===== src/rtl/sonata_pkg.sv =====
// Board-level constants shared by the input pin conditioning logic.
// Pin indices, widths and reset levels for the dedicated input pins.
package sonata_pkg;

    localparam int IN_PIN_NUM = 5;
    localparam int IN_PIN_FILTER_CNT_WIDTH = 16;

    typedef logic [IN_PIN_NUM-1:0] sonata_in_pins_t;

    // Serial lines idle high, so every pin resets to 1.
    localparam sonata_in_pins_t IN_PIN_RESET_VAL = '1;

    localparam int IN_PIN_SER0_RX  = 0;
    localparam int IN_PIN_SER1_RX  = 1;
    localparam int IN_PIN_RS232_RX = 2;
    localparam int IN_PIN_MB_RX    = 3;
    localparam int IN_PIN_MB_INT   = 4;

endpackage


===== src/rtl/in_pin_filter_chan.sv =====
// Single-pin slice: two-flop synchroniser, stability filter,
// and sticky rise/fall event flag.
module in_pin_filter_chan #(
    parameter int unsigned CntWidth = 16,
    parameter logic        ResetVal = 1'b1
) (
    input  logic                clk_i,
    input  logic                rst_ni,
    input  logic                pin_i,
    input  logic                filter_en_i,
    input  logic [CntWidth-1:0] filter_cycles_i,
    input  logic                rise_en_i,
    input  logic                fall_en_i,
    input  logic                event_clr_i,
    output logic                pin_o,
    output logic                event_o
);

    logic                r_sync1;
    logic                r_sync2;
    logic [1:0]          r_vld;
    logic                r_armed;
    logic                r_filt;
    logic [CntWidth-1:0] r_cnt;
    logic                r_event;

    logic                w_filt_d;
    logic [CntWidth-1:0] w_cnt_d;
    logic                w_set;
    logic                w_event_d;
    logic                w_armed_d;

    // Two-flop synchroniser; r_vld marks when real pad data has reached r_sync2.
    always_ff @(posedge clk_i or negedge rst_ni) begin
        if (!rst_ni) begin
            r_sync1 <= ResetVal;
            r_sync2 <= ResetVal;
            r_vld   <= '0;
        end else begin
            r_sync1 <= pin_i;
            r_sync2 <= r_sync1;
            r_vld   <= {r_vld[0], 1'b1};
        end
    end

    // Filter: accept the synced level once it has differed for the threshold.
    always_comb begin
        w_filt_d = r_filt;
        w_cnt_d  = '0;
        if (!filter_en_i) begin
            w_filt_d = r_sync2;
        end else if (r_sync2 != r_filt) begin
            if (r_cnt >= filter_cycles_i) begin
                w_filt_d = r_sync2;
            end else if (r_cnt != '1) begin
                w_cnt_d = r_cnt + 1'b1;
            end else begin
                w_cnt_d = r_cnt;
            end
        end
    end

    // Events stay masked until the filter has first taken the real pad level,
    // so the settling after reset release never raises a flag.
    always_comb begin
        w_armed_d = r_armed | (r_vld[1] & (w_filt_d == r_sync2));
        w_set     = r_armed &
                    ((~r_filt &  w_filt_d & rise_en_i) |
                     ( r_filt & ~w_filt_d & fall_en_i));
        w_event_d = (r_event & ~event_clr_i) | w_set;
    end

    // Filtered level, mismatch counter and sticky event state.
    always_ff @(posedge clk_i or negedge rst_ni) begin
        if (!rst_ni) begin
            r_filt  <= ResetVal;
            r_cnt   <= '0;
            r_event <= 1'b0;
            r_armed <= 1'b0;
        end else begin
            r_filt  <= w_filt_d;
            r_cnt   <= w_cnt_d;
            r_event <= w_event_d;
            r_armed <= w_armed_d;
        end
    end

    assign pin_o   = r_filt;
    assign event_o = r_event;

endmodule


===== src/rtl/in_pin_filter.sv =====
// Input pin conditioning: one filter channel per pin, with the
// sticky event flags combined into a single interrupt.
module in_pin_filter
    import sonata_pkg::*;
#(
    parameter int unsigned        NumPins  = IN_PIN_NUM,
    parameter int unsigned        CntWidth = IN_PIN_FILTER_CNT_WIDTH,
    parameter logic [NumPins-1:0] ResetVal = NumPins'(IN_PIN_RESET_VAL)
) (
    input  logic                clk_i,
    input  logic                rst_ni,
    input  logic [NumPins-1:0]  pins_i,
    input  logic [NumPins-1:0]  filter_en_i,
    input  logic [CntWidth-1:0] filter_cycles_i,
    input  logic [NumPins-1:0]  rise_en_i,
    input  logic [NumPins-1:0]  fall_en_i,
    input  logic [NumPins-1:0]  event_clr_i,
    output logic [NumPins-1:0]  pins_o,
    output logic [NumPins-1:0]  event_o,
    output logic                irq_o
);

    for (genvar g = 0; g < NumPins; g++) begin : g_chan
        in_pin_filter_chan #(
            .CntWidth (CntWidth),
            .ResetVal (ResetVal[g])
        ) u_chan (
            .clk_i           (clk_i),
            .rst_ni          (rst_ni),
            .pin_i           (pins_i[g]),
            .filter_en_i     (filter_en_i[g]),
            .filter_cycles_i (filter_cycles_i),
            .rise_en_i       (rise_en_i[g]),
            .fall_en_i       (fall_en_i[g]),
            .event_clr_i     (event_clr_i[g]),
            .pin_o           (pins_o[g]),
            .event_o         (event_o[g])
        );
    end

    // Interrupt is a pure OR of registered flags.
    always_comb begin
        irq_o = |event_o;
    end

endmodule

===== config.mk =====
export PLATFORM = sky130hd
export DESIGN_NAME = in_pin_filter
export DESIGN_NICKNAME = d
export VERILOG_FILES = /design/src/rtl/sonata_pkg.sv /design/src/rtl/in_pin_filter_chan.sv /design/src/rtl/in_pin_filter.sv
export SDC_FILE = /design/constraint.sdc
export NUM_CORES = 1
export LEC_CHECK = 0
export CORE_UTILIZATION = 45
export DETAILED_ROUTE_END_ITERATION = 12
export PLACE_DENSITY = 0.72
export RECOVER_POWER = 100
export SETUP_SLACK_MARGIN = 0.05
export SYNTH_ARGS = -nofsm -noshare
export SYNTH_HDL_FRONTEND = slang
export SYNTH_SLANG_ARGS = --single-unit

===== constraint.sdc =====
create_clock -name clk_i -period 2.4 [get_ports clk_i]
set_input_delay 0.48 -clock clk_i [delete_from_list [all_inputs] [get_ports clk_i]]
set_output_delay 0.48 -clock clk_i [all_outputs]
set_load 0.02 [all_outputs]

# Yosys cells after proc, flatten, opt, wreduce, memory -nomap -nowiden
# Cells that the tools add are included.
dict set report classes {
  bitwise_logic 65
  add_sub_neg 5
  magnitude_cmp 5
  n_mux 35
  reduce_logical 1
  n_eq_ne 20
}
# op count
set op_table {}
lappend op_table {{$mux W16} 20}
lappend op_table {{$add A16 B1 Y16 const B} 5}
lappend op_table {{$ge A16 B16 Y1} 5}
lappend op_table {{$ne A16 B16 Y1 const B} 5}
lappend op_table {{$and A1 B1 Y1} 35}
lappend op_table {{$ne A4 B4 Y1 const B} 5}
lappend op_table {{$mux W1} 15}
lappend op_table {{$not A1 Y1} 15}
lappend op_table {{$or A1 B1 Y1} 15}
lappend op_table {{$eq A1 B1 Y1} 5}
lappend op_table {{$ne A1 B1 Y1} 5}
lappend op_table {{$reduce_or A5 Y1} 1}
dict set report totals {
  wordCells 166
  regBits 115
}

# Logic depth before layout (Yosys ltp)
# Gate-level depths: netlist (run 1).
dict set report logic_depth {
  word_depth 10
  mapped_depth 9
  ltp_nobuf 7
}

# By module
# Synthesis (run 1) repeated with hierarchy kept, for this count alone.
dict set report unflattened {
  cells_unflattened 799
  hier_area_um2 7554.7
}
# module area_each_um2 n_inst cells_per_inst
set modules_own_cells {}
lappend modules_own_cells {{in_pin_filter_chan at g_chan[1].u_chan ...} 1486.4 4 156}
lappend modules_own_cells {{in_pin_filter_chan at g_chan[0].u_chan} 1596.5 1 172}
lappend modules_own_cells {in_pin_filter 12.5 1 3}

# Least setup slack after synthesis (run 1)
# OpenSTA, ideal clock, no wires.
dict set report synth_path {
  path_type {input port to flip-flop}
  startpoint {input port filter_cycles_i[14]}
  endpoint {register g_chan[2].u_chan.r_filt}
  setup_slack_ns -0.019
  t_required_ns 2.318
  n_path_buf 0
  arrival_time_ns 2.337
  path_stages 7
  path_cell_list {inv_1 -> ha_1 -> nand4_1 -> or3_1 -> or4_4 -> and3_4 -> mux2_4}
}
dict set report synth_via {
  elab_chain_len 4
}
# element line
set synth_lines {}
lappend synth_lines {{start, declared} in_pin_filter.sv:14} ;# input logic [CntWidth-1:0] filter_cycles_i,
lappend synth_lines {{$ge A16 B16 Y1} in_pin_filter_chan.sv:53} ;# if (r_cnt >= filter_cycles_i) begin
lappend synth_lines {{$mux W1} in_pin_filter_chan.sv:53}
lappend synth_lines {{$mux W1} in_pin_filter_chan.sv:52} ;# end else if (r_sync2 != r_filt) begin
lappend synth_lines {{$mux W1} in_pin_filter_chan.sv:50} ;# if (!filter_en_i) begin
lappend synth_lines {{via g_chan[2].u_chan.w_filt_d} in_pin_filter_chan.sv:27} ;# logic w_filt_d;
lappend synth_lines {{end signal, assigned} in_pin_filter_chan.sv:76} ;# r_filt <= ResetVal;
lappend synth_lines {{end signal, assigned} in_pin_filter_chan.sv:81} ;# r_filt <= w_filt_d;
lappend synth_lines {{end, declared} in_pin_filter_chan.sv:23} ;# logic r_filt;
# The timed path passes the listed nets, and every way through them passes these cells.
# A chain may end at the register's enable or synchronous reset.

# Final worst setup path (run 1)
dict set report layout_path {
  startpoint {input port filter_cycles_i[6]}
  endpoint {register g_chan[3].u_chan.r_filt}
}
dict set report layout_via {
  elab_chain_len 4
}
# element line
set layout_lines {}
lappend layout_lines {{$ge A16 B16 Y1} in_pin_filter_chan.sv:53}
lappend layout_lines {{$mux W1} in_pin_filter_chan.sv:53}
lappend layout_lines {{$mux W1} in_pin_filter_chan.sv:52}
lappend layout_lines {{$mux W1} in_pin_filter_chan.sv:50}
lappend layout_lines {{via g_chan[3].u_chan.w_filt_d} in_pin_filter_chan.sv:27}
lappend layout_lines {{end signal, assigned} in_pin_filter_chan.sv:76}
lappend layout_lines {{end signal, assigned} in_pin_filter_chan.sv:81}
lappend layout_lines {{end, declared} in_pin_filter_chan.sv:23}
# The timed path passes the listed nets, and every way through them passes these cells.

==> results of run 1 <==
## registers in the layout, indices dropped and copies added, names as in the netlist
| name | count |
|---|---|
| g_chan.u_chan.event_o | 5 |
| g_chan.u_chan.pin_o | 5 |
| g_chan.u_chan.r_armed | 5 |
| g_chan.u_chan.r_cnt | 80 |
| g_chan.u_chan.r_sync1 | 5 |
| g_chan.u_chan.r_sync2 | 5 |
| g_chan.u_chan.r_vld | 2 |
## cell usage in the layout, fill, tap and decap left out, types with 5 or more instances in the layout
| cell type | synthesis | final |
|---|---|---|
| and3_1 | 16 | 16 |
| nor4b_1 | 6 | 6 |
| dlymetal6s2s_1 | 0 | 5 |
| or3_1 | 6 | 6 |
| buf_4 | 10 | 62 |
| nor2_1 | 92 | 84 |
| dlygate4sd2_1 | 0 | 9 |
| o21ai_0 | 26 | 20 |
| nand2_1 | 58 | 56 |
| o211ai_1 | 6 | 6 |
| nor2_2 | 0 | 7 |
| ha_1 | 85 | 68 |
| a211oi_1 | 8 | 6 |
| dlygate4sd3_1 | 0 | 15 |
| a21oi_1 | 36 | 30 |
| inv_2 | 0 | 10 |
| nand3_1 | 36 | 37 |
| nand4_1 | 20 | 20 |
| nor3_2 | 1 | 6 |
| ha_4 | 0 | 17 |
| nand3b_1 | 5 | 5 |
| nand2b_1 | 12 | 10 |
| mux2i_1 | 7 | 7 |
| nor4_1 | 11 | 11 |
| xor2_1 | 14 | 14 |
| xnor2_1 | 44 | 44 |
| a21o_1 | 11 | 11 |
| dfstp_2 | 15 | 15 |
| inv_1 | 32 | 18 |
| clkbuf_16 | 0 | 9 |
| o21a_1 | 9 | 9 |
| clkdlybuf4s50_1 | 0 | 23 |
| dfrtp_1 | 92 | 92 |
| nor3_1 | 26 | 20 |
| buf_6 | 0 | 11 |
## power groups by stage
stage	Sequential [W]	Combinational (W)	Clock, W
4_1_cts	0.00193	0.000747	0.00161
6_report	0.00193	0.000779	0.00158
2_1_floorplan	0.00195	0.000319	0
3_3_place_gp	0.00196	0.000627	0
5_1_grt	0.00194	0.000846	0.00169
3_5_place_dp	0.00196	0.000639	0
## worst paths after layout
check | startpoint | end | slack (ns) | depth (start not counted)
min | g_chan[3].u_chan.r_sync1$_DFF_PN1_ | g_chan[3].u_chan.r_sync2$_DFF_PN1_ | 0.36 | 0
min reg2reg | g_chan[3].u_chan.r_sync1$_DFF_PN1_ | g_chan[3].u_chan.r_sync2$_DFF_PN1_ | 0.36 | 0
max reg2reg | g_chan[2].u_chan.r_cnt[14]$_DFFE_PN0P_ | g_chan[2].u_chan.pin_o$_DFF_PN1_ | 0.11 | 6
max in group asynchronous | rst_ni | g_chan[3].u_chan.r_armed$_DFF_PN0_ | 0.89 | 2
max | filter_cycles_i[6] | g_chan[3].u_chan.pin_o$_DFF_PN1_ | 0.08 | 8
min in group asynchronous | rst_ni | g_chan[2].u_chan.r_cnt[1]$_DFFE_PN0P_ | 0.60 | 2
## cells by family after synthesis
kind of cell	synth area share
flops	0.383
fa+ha+maj	0.151
other cells	0.000533
xor+xnor	0.0721
mux	0.0185
buf+inv	0.0348
simple gates	0.231
compound gates	0.109
## final cells by class
type,instances,area share
sequential,107,0.291
timing repair buffer,135,0.132
clock inverter,7,0.00918
inverter,32,0.0142
multi-input combinational,595,0.501
tap,211,0.0285
clock buffer,9,0.0243
## critical path: stages
cell and delay, ns:
clkdlybuf4s50_1 0.47, inv_2 0.07, clkbuf_1 0.15, ha_4 0.29, nand4_1 0.11, or4b_4 0.56
nand4b_1 0.18, mux2_4 0.32
## repair_timing
item	4_1_cts	5_1_grt
gates resized for setup	94	43
gates cloned	2	1
endpoints found under the setup margin	96	77
pin swaps	28	20
setup buffers	8	1
## per-layer routing
metal,track usage,vias to the layer above,part of all wire
met5,0,-,0
met4,0.112,0,0.033
met3,0.0436,40,0.038
met2,0.381,152,0.46
met1,0.340,2986,0.47
li1,-,2979,-
## metrics by stage
step / cell area, um^2 / utilization
floorplan: 7050 / -
global placement: 8310 / 0.545
detailed placement: 8310 / 0.545
CTS: 9100 / 0.596
global route: 9270 / 0.607
finish: 9270 / 0.607
==> impl_results.md, run 1 <==
* Critical path class: in2reg
* Final critical path time including I/O delays and setup at 2.32 ns
* CP max FO at 3
* Drc violations at 0
* Worst Setup End Kind: register
* Final critical-path setup slack at 0.0755 ns
* DRT Wirelength at 19.2 mm
* Biggest area contributors in the synthesized netlist: dfrtp_1, ha_1, dfstp_2
* Mapped cell area at 7040 um^2
* Final weighted congestion in routability-driven placement at 0.862
* Slew at the pin with the worst max-slew slack at 1.48 ns
* Initial DRC count at 517
* Library cell with the largest summed area after synthesis: dfrtp_1
* Count of distinct cell types in the synthesized netlist at 55
* Cell-internal power at 0.00308 W
* CTS clock-pin slew for the worst setup and hold paths at 0.07 ns
* Part of the total power dissipated in combinational logic at 0.182
* Total via count after detailed routing at 6,157
* Die boundary width at 127 um
* Number of buffers added by the clock tree synthesis step at 9
* Endpoint arrival time on the critical path at 2.62 ns
* Port Buffer Count at 53
* Via count of the first global-routing pass at 5,983
* Vertical die dimension at 127 um
* Post-synthesis register bit count at 107
* Share of cells above drive strength 1 at 0.225
* First-pass GRT wire length at 30.8 mm
* IR drop worst, VDD at 0.417 mV
* Half-perimeter wire length after detailed placement at 13.0 mm
* Fill cells at 1,255
* Tcrit/Tclk final at 0.969
* Number of antenna violations at the first check in global routing at 0
* Final setup violating endpoints at 0
* Number of buffers inserted by hold repair at cts at 0
* Number of standard cells in the layout, taps in and fillers out at 1,096
* Leftover overflow at the end of global routing at 0
* Total negative setup slack at 0 ns
* Area of the core region at 15,300 um^2
* Effective utilization at floorplan at 0.462
* Count of standard-cell rows at 45
* Dpl ws at -0.701 ns
* Share of the yosys chip area belonging to registers at 0.383
* Root cell of the clock tree: clkbuf_16
* Count of placed standard cells including taps at 1,068
* Kind of path behind the tightest hold check: reg2reg
* Area of the die at 16,200 um^2
* Post-DRT Antenna Nets at 0
* Hold_ws at 0.358 ns
* Syn_area_per_cell at 9.33 um^2
* Startpoint types: primary input
* Footprint of the multi-input gates at 4640 um^2
* Maximum number of pins on one net before global-route repair at 108
* Number of buffers on the longest clock path at 2
* Signed area change from the synthesized netlist to the final layout at 31.6%
* Clock tree from TritonCTS: built
* Final hold vios at 0
* Data required time of the worst path at 2.69 ns
* Syn nets at 883
* Post-synth EDFFs at 0
* Top Ports at 54
* Most used flip-flop cell after synthesis: dfrtp_1
* Footprint of the flip-flops and latches at 2700 um^2
* Flop pwr share at 0.450
* TritonRoute pass-1 iters at 5
* Skew final at 0.00729 ns
* Portion of synthesized cell area occupied by the leading cell type at 0.327
* Proportion of synthesized flip-flops having asynchronous set or reset at 1.00
* Clock latency of the later-clocked register in the worst-skew pair at 0.37 ns
* Overall Global Routing Usage at 0.247
* Power consumption at 0.00429 W
* Power density over cell area at 463 nW/um^2
* Fmax at 430 MHz
* Wire length per cell at 17.5 um
* Per-cell via count in the routed design at 5.62
* Final count of pins violating max slew at 0
* Final Net Count at 1,008
* Result of the run: complete, no violations
* Number of maximum-capacitance violations at 0
* Worst slew margin relative to its limit at 0.0139
* Count of inserted antenna diode cells at 0
* Number of instances in the synthesized netlist at 755
* Count of yosys warnings during synthesis at 0
* RSZ-0062 raised after global routing: false
* Maximum level of the CTS H-tree at 3
* Sinks on the clock net at 107
* Power dissipated by switching net loads at 0.00121 W
* Switching portion of total power at 0.282
* Clock Power Share at 0.368
* Static leakage at 3.95 nW
* Leading post-synthesis cells by instance count: dfrtp_1, nor2_1, ha_1, nand2_1, xnor2_1
No activity file was read; power rests on OpenSTA's default activity.
==> run 2: changes to the inputs <==
- CORE_ASPECT_RATIO: not set -> 0.5
- GPL_TIMING_DRIVEN: not set -> 0
==> run 2 against run 1 <==
Compared with the run above: sequential power hardly changed; wire length shrank 2.7%; die area grew 0.19%; register-to-register slack got worse by 0.04 ns; cell area fell by 3.2%; critical path depth increased by 1; via count shrank 1.6%; clock power shrank 3%; combinational power fell by 8.6%; non-clock buffer count down 15; first-iteration DRC count is 13% lower; critical endpoint unchanged; highest routed layer unchanged.
==> impl_results.md, run 2 (same netlist as run 1, synthesis figures left out) <==
* Slew at the pin with the worst max-slew slack at 1.22 ns (-0.255 ns)
* Power consumption at 0.00419 W (-2.4%)
* Largest register by flop count: g_chan.u_chan.r_cnt
* Effective utilization at floorplan at 0.474 (+0.0125)
* Kind of path behind the tightest hold check: reg2reg
* Worst slew margin relative to its limit at 0.184 (+0.170)
* Initial DRC count at 449 (-13%)
* Number of maximum-capacitance violations at 0 (unchanged)
* Most frequent cells in the layout: nor2_1, dfrtp_1, ha_1, nand2_1, xnor2_1
* Maximum level of the CTS H-tree at 3 (unchanged)
* Clock Power Share at 0.369 (about the same)
* Count of inserted antenna diode cells at 0 (unchanged)
* Flop pwr share at 0.461 (+0.011)
* Switching portion of total power at 0.273 (-0.00890)
* Number of buffers added by the clock tree synthesis step at 9 (unchanged)
* Via count of the first global-routing pass at 6,002 (+0.32%)
* Per-cell via count in the routed design at 5.67 (+0.95%)
* Slowest-stage cell, CP: or4b_4
* Total via count after detailed routing at 6,057 (-1.6%)
* Part of the total power dissipated in combinational logic at 0.170 (-0.012)
* Signed area change from the synthesized netlist to the final layout at 27.4%
* Footprint of the flip-flops and latches at 2700 um^2 (+0.14%)
* Reg-to-reg slack, setup at 0.07 ns (-0.04 ns)
* Sinks on the clock net at 107 (unchanged)
* Leftover overflow at the end of global routing at 0 (unchanged)
* TritonRoute pass-1 iters at 5 (unchanged)
* Vertical die dimension at 90.5 um (-29%)
* Data required time of the worst path at 2.68 ns (about the same)
* Root cell of the clock tree: clkbuf_16
* Drc violations at 0 (unchanged)
* Dpl ws at -0.939 ns (-0.238 ns)
* Die boundary width at 179 um (+41%)
* Worst Setup End Kind: register
* Chain of cells forming the critical path: clkbuf_2, clkinvlp_4, clkbuf_2, ha_1, nand2_2, nor3_4, or4b_4, nand4b_1, mux2_4
* Power density over cell area at 467 nW/um^2 (+0.81%)
* CP max FO at 3 (unchanged)
* DRT Wirelength at 18.7 mm (-2.7%)
* Most common cell after layout, fill and taps aside: nor2_1
* RSZ-0062 raised after global routing: true
* Startpoint types: primary input
* Number of standard cells in the layout, taps in and fillers out at 1,068 (-2.6%)
* Skew final at 0.00890 ns (+0.00161 ns)
* Total negative setup slack at 0 ns (unchanged)
* Final hold vios at 0 (unchanged)
* Static leakage at 3.77 nW (-4.7%)
* Final Net Count at 993 (-1.5%)
* Footprint of the multi-input gates at 4500 um^2 (-3.0%)
* Cell-internal power at 0.00304 W (-1.2%)
* Cell repeated most along the worst path: clkbuf_2
* Max reg flops at 80 (unchanged)
* First-pass GRT wire length at 30.3 mm (-1.6%)
* Count of placed standard cells including taps at 1,007 (-5.7%)
* Power dissipated by switching net loads at 0.00114 W (-5.5%)
* Final critical path time including I/O delays and setup at 2.34 ns (+0.0155 ns)
* Top Ports at 54 (unchanged)
* Final count of pins violating max slew at 0 (unchanged)
* Maximum number of pins on one net before global-route repair at 58 (-46%)
* CTS clock-pin slew for the worst setup and hold paths at 0.08 ns (about the same)
* Final weighted congestion in routability-driven placement at 0.859 (-0.41%)
* Final critical-path setup slack at 0.0600 ns (-0.0155 ns)
* Overall Global Routing Usage at 0.240 (-0.00769)
* Fmax at 427 MHz (-0.66%)
* Endpoint arrival time on the critical path at 2.62 ns (about the same)
* Wire length per cell at 17.5 um (-0.19%)
* Number of cells traversed by the worst register-to-register path at 6 (unchanged)
* Fill cells at 1,201 (-4.3%)
* Clock latency of the later-clocked register in the worst-skew pair at 0.35 ns (-0.02 ns)
* Port Buffer Count at 53 (unchanged)
* Result of the run: complete, no violations
* Area of the die at 16,200 um^2 (+0.19%)
* Clock tree from TritonCTS: built
* Half-perimeter wire length after detailed placement at 12.7 mm (-2.5%)
* Final setup violating endpoints at 0 (unchanged)
* Post-DRT Antenna Nets at 0 (unchanged)
* Share of cells above drive strength 1 at 0.203 (-0.0214)
* Area of the core region at 14,900 um^2 (-2.6%)
* Tcrit/Tclk final at 0.975 (+0.00645)
* R2r startpoint: g_chan[2].u_chan.r_cnt[15]$_DFFE_PN0P_
* IR drop worst, VDD at 0.385 mV (-7.7%)
* Count of standard-cell rows at 31 (-31%)
* Number of buffers on the longest clock path at 2 (unchanged)
* Maximum single-stage delay on the critical path at 0.52 ns (-0.04 ns)
* Destination of the worst register-to-register timing path: g_chan[2].u_chan.pin_o$_DFF_PN1_
* Number of antenna violations at the first check in global routing at 0 (unchanged)
* Endpoint of the most critical setup path: g_chan[3].u_chan.pin_o$_DFF_PN1_
* Critical path class: in2reg
* Startpoint of the most critical setup path: filter_cycles_i[10]
-- run 2: cell count changes in the layout (fill, tap and decap cells not counted), moves of 4 or more --
cell / delta
dlygate4sd2_1: -8
dlymetal6s2s_1: -4
nor2_2: -7
clkbuf_2: +8
clkinvlp_4: +7
inv_2: -5
buf_4: -20
nor2_1: +8
nor3_1: +4
nor3_2: -4
-- run 2: how the worst min path moves through the flow --
stage                                             start                                    end  slack (ns)  cells past startpoint
global route         g_chan[0].u_chan.r_sync1$_DFF_PN1_     g_chan[0].u_chan.r_sync2$_DFF_PN1_        0.35                      0
detailed placement  g_chan[4].u_chan.r_vld[0]$_DFF_PN0_    g_chan[0].u_chan.r_vld[1]$_DFF_PN0_        0.35                      0
CTS                                              rst_ni  g_chan[3].u_chan.r_cnt[3]$_DFFE_PN0P_        0.18                      1
finish               g_chan[0].u_chan.r_sync1$_DFF_PN1_     g_chan[0].u_chan.r_sync2$_DFF_PN1_        0.35                      0
floorplan                                        rst_ni     g_chan[0].u_chan.event_o$_DFF_PN0_        0.18                      0
global placement    g_chan[4].u_chan.r_vld[0]$_DFF_PN0_    g_chan[0].u_chan.r_vld[1]$_DFF_PN0_        0.33                      0
-- run 2: repair_timing --
action / in CTS / in global routing
hold buffers: 0 / 0
gates resized for setup: 94 / 42
cloned: 3 / 0
setup endpoints to repair: 95 / 78
pin swaps: 18 / 14
setup buffers: 37 / 7
hold endpoints to repair: 0 / 0
-- run 2: cell type report --
cell class	count	share of cell area
buffer	20	0.0165
clock buffer	9	0.0251
clock inverter	7	0.00921
inverter	32	0.0169
multi-input combinational	595	0.502
sequential	107	0.301
tap	198	0.0276
timing repair buffer	100	0.102
-- run 2: worst max-delay path, delay by kind of cell --
family,cells,cell delay (ns)
adder cells (fa/ha/maj),1,0.31
buffers and inverters,3,0.49
multiplexers,1,0.32
AND/OR/NAND/NOR,4,1.03
-- run 2: through the flow --
step                area, um^2   util  hold slack (ns)
floorplan                 7050      -            0.184
global placement          7830  0.527            0.332
detailed placement        7860  0.529            0.345
CTS                       8860  0.597            0.176
global route              8970  0.604            0.355
finish                    8970  0.604            0.352
-- run 2: power by group through the flow --
stage                     Sequential [W]  Combinational, W  Clock (W)
after detailed placement         0.00196          0.000572          0
after floorplan                  0.00195          0.000319          0
after CTS                        0.00193          0.000717    0.00158
after global placement           0.00196          0.000553          0
final                            0.00193          0.000712    0.00154
after global routing             0.00194          0.000781    0.00165
-- run 2: routing by layer --
layer	up-vias	wire length, um	track usage
met2	135	8740	0.391
met1	2935	8640	0.321
li1	2949	-	-
met5	-	0	0
met3	38	789	0.0412
met4	0	489	0.0819
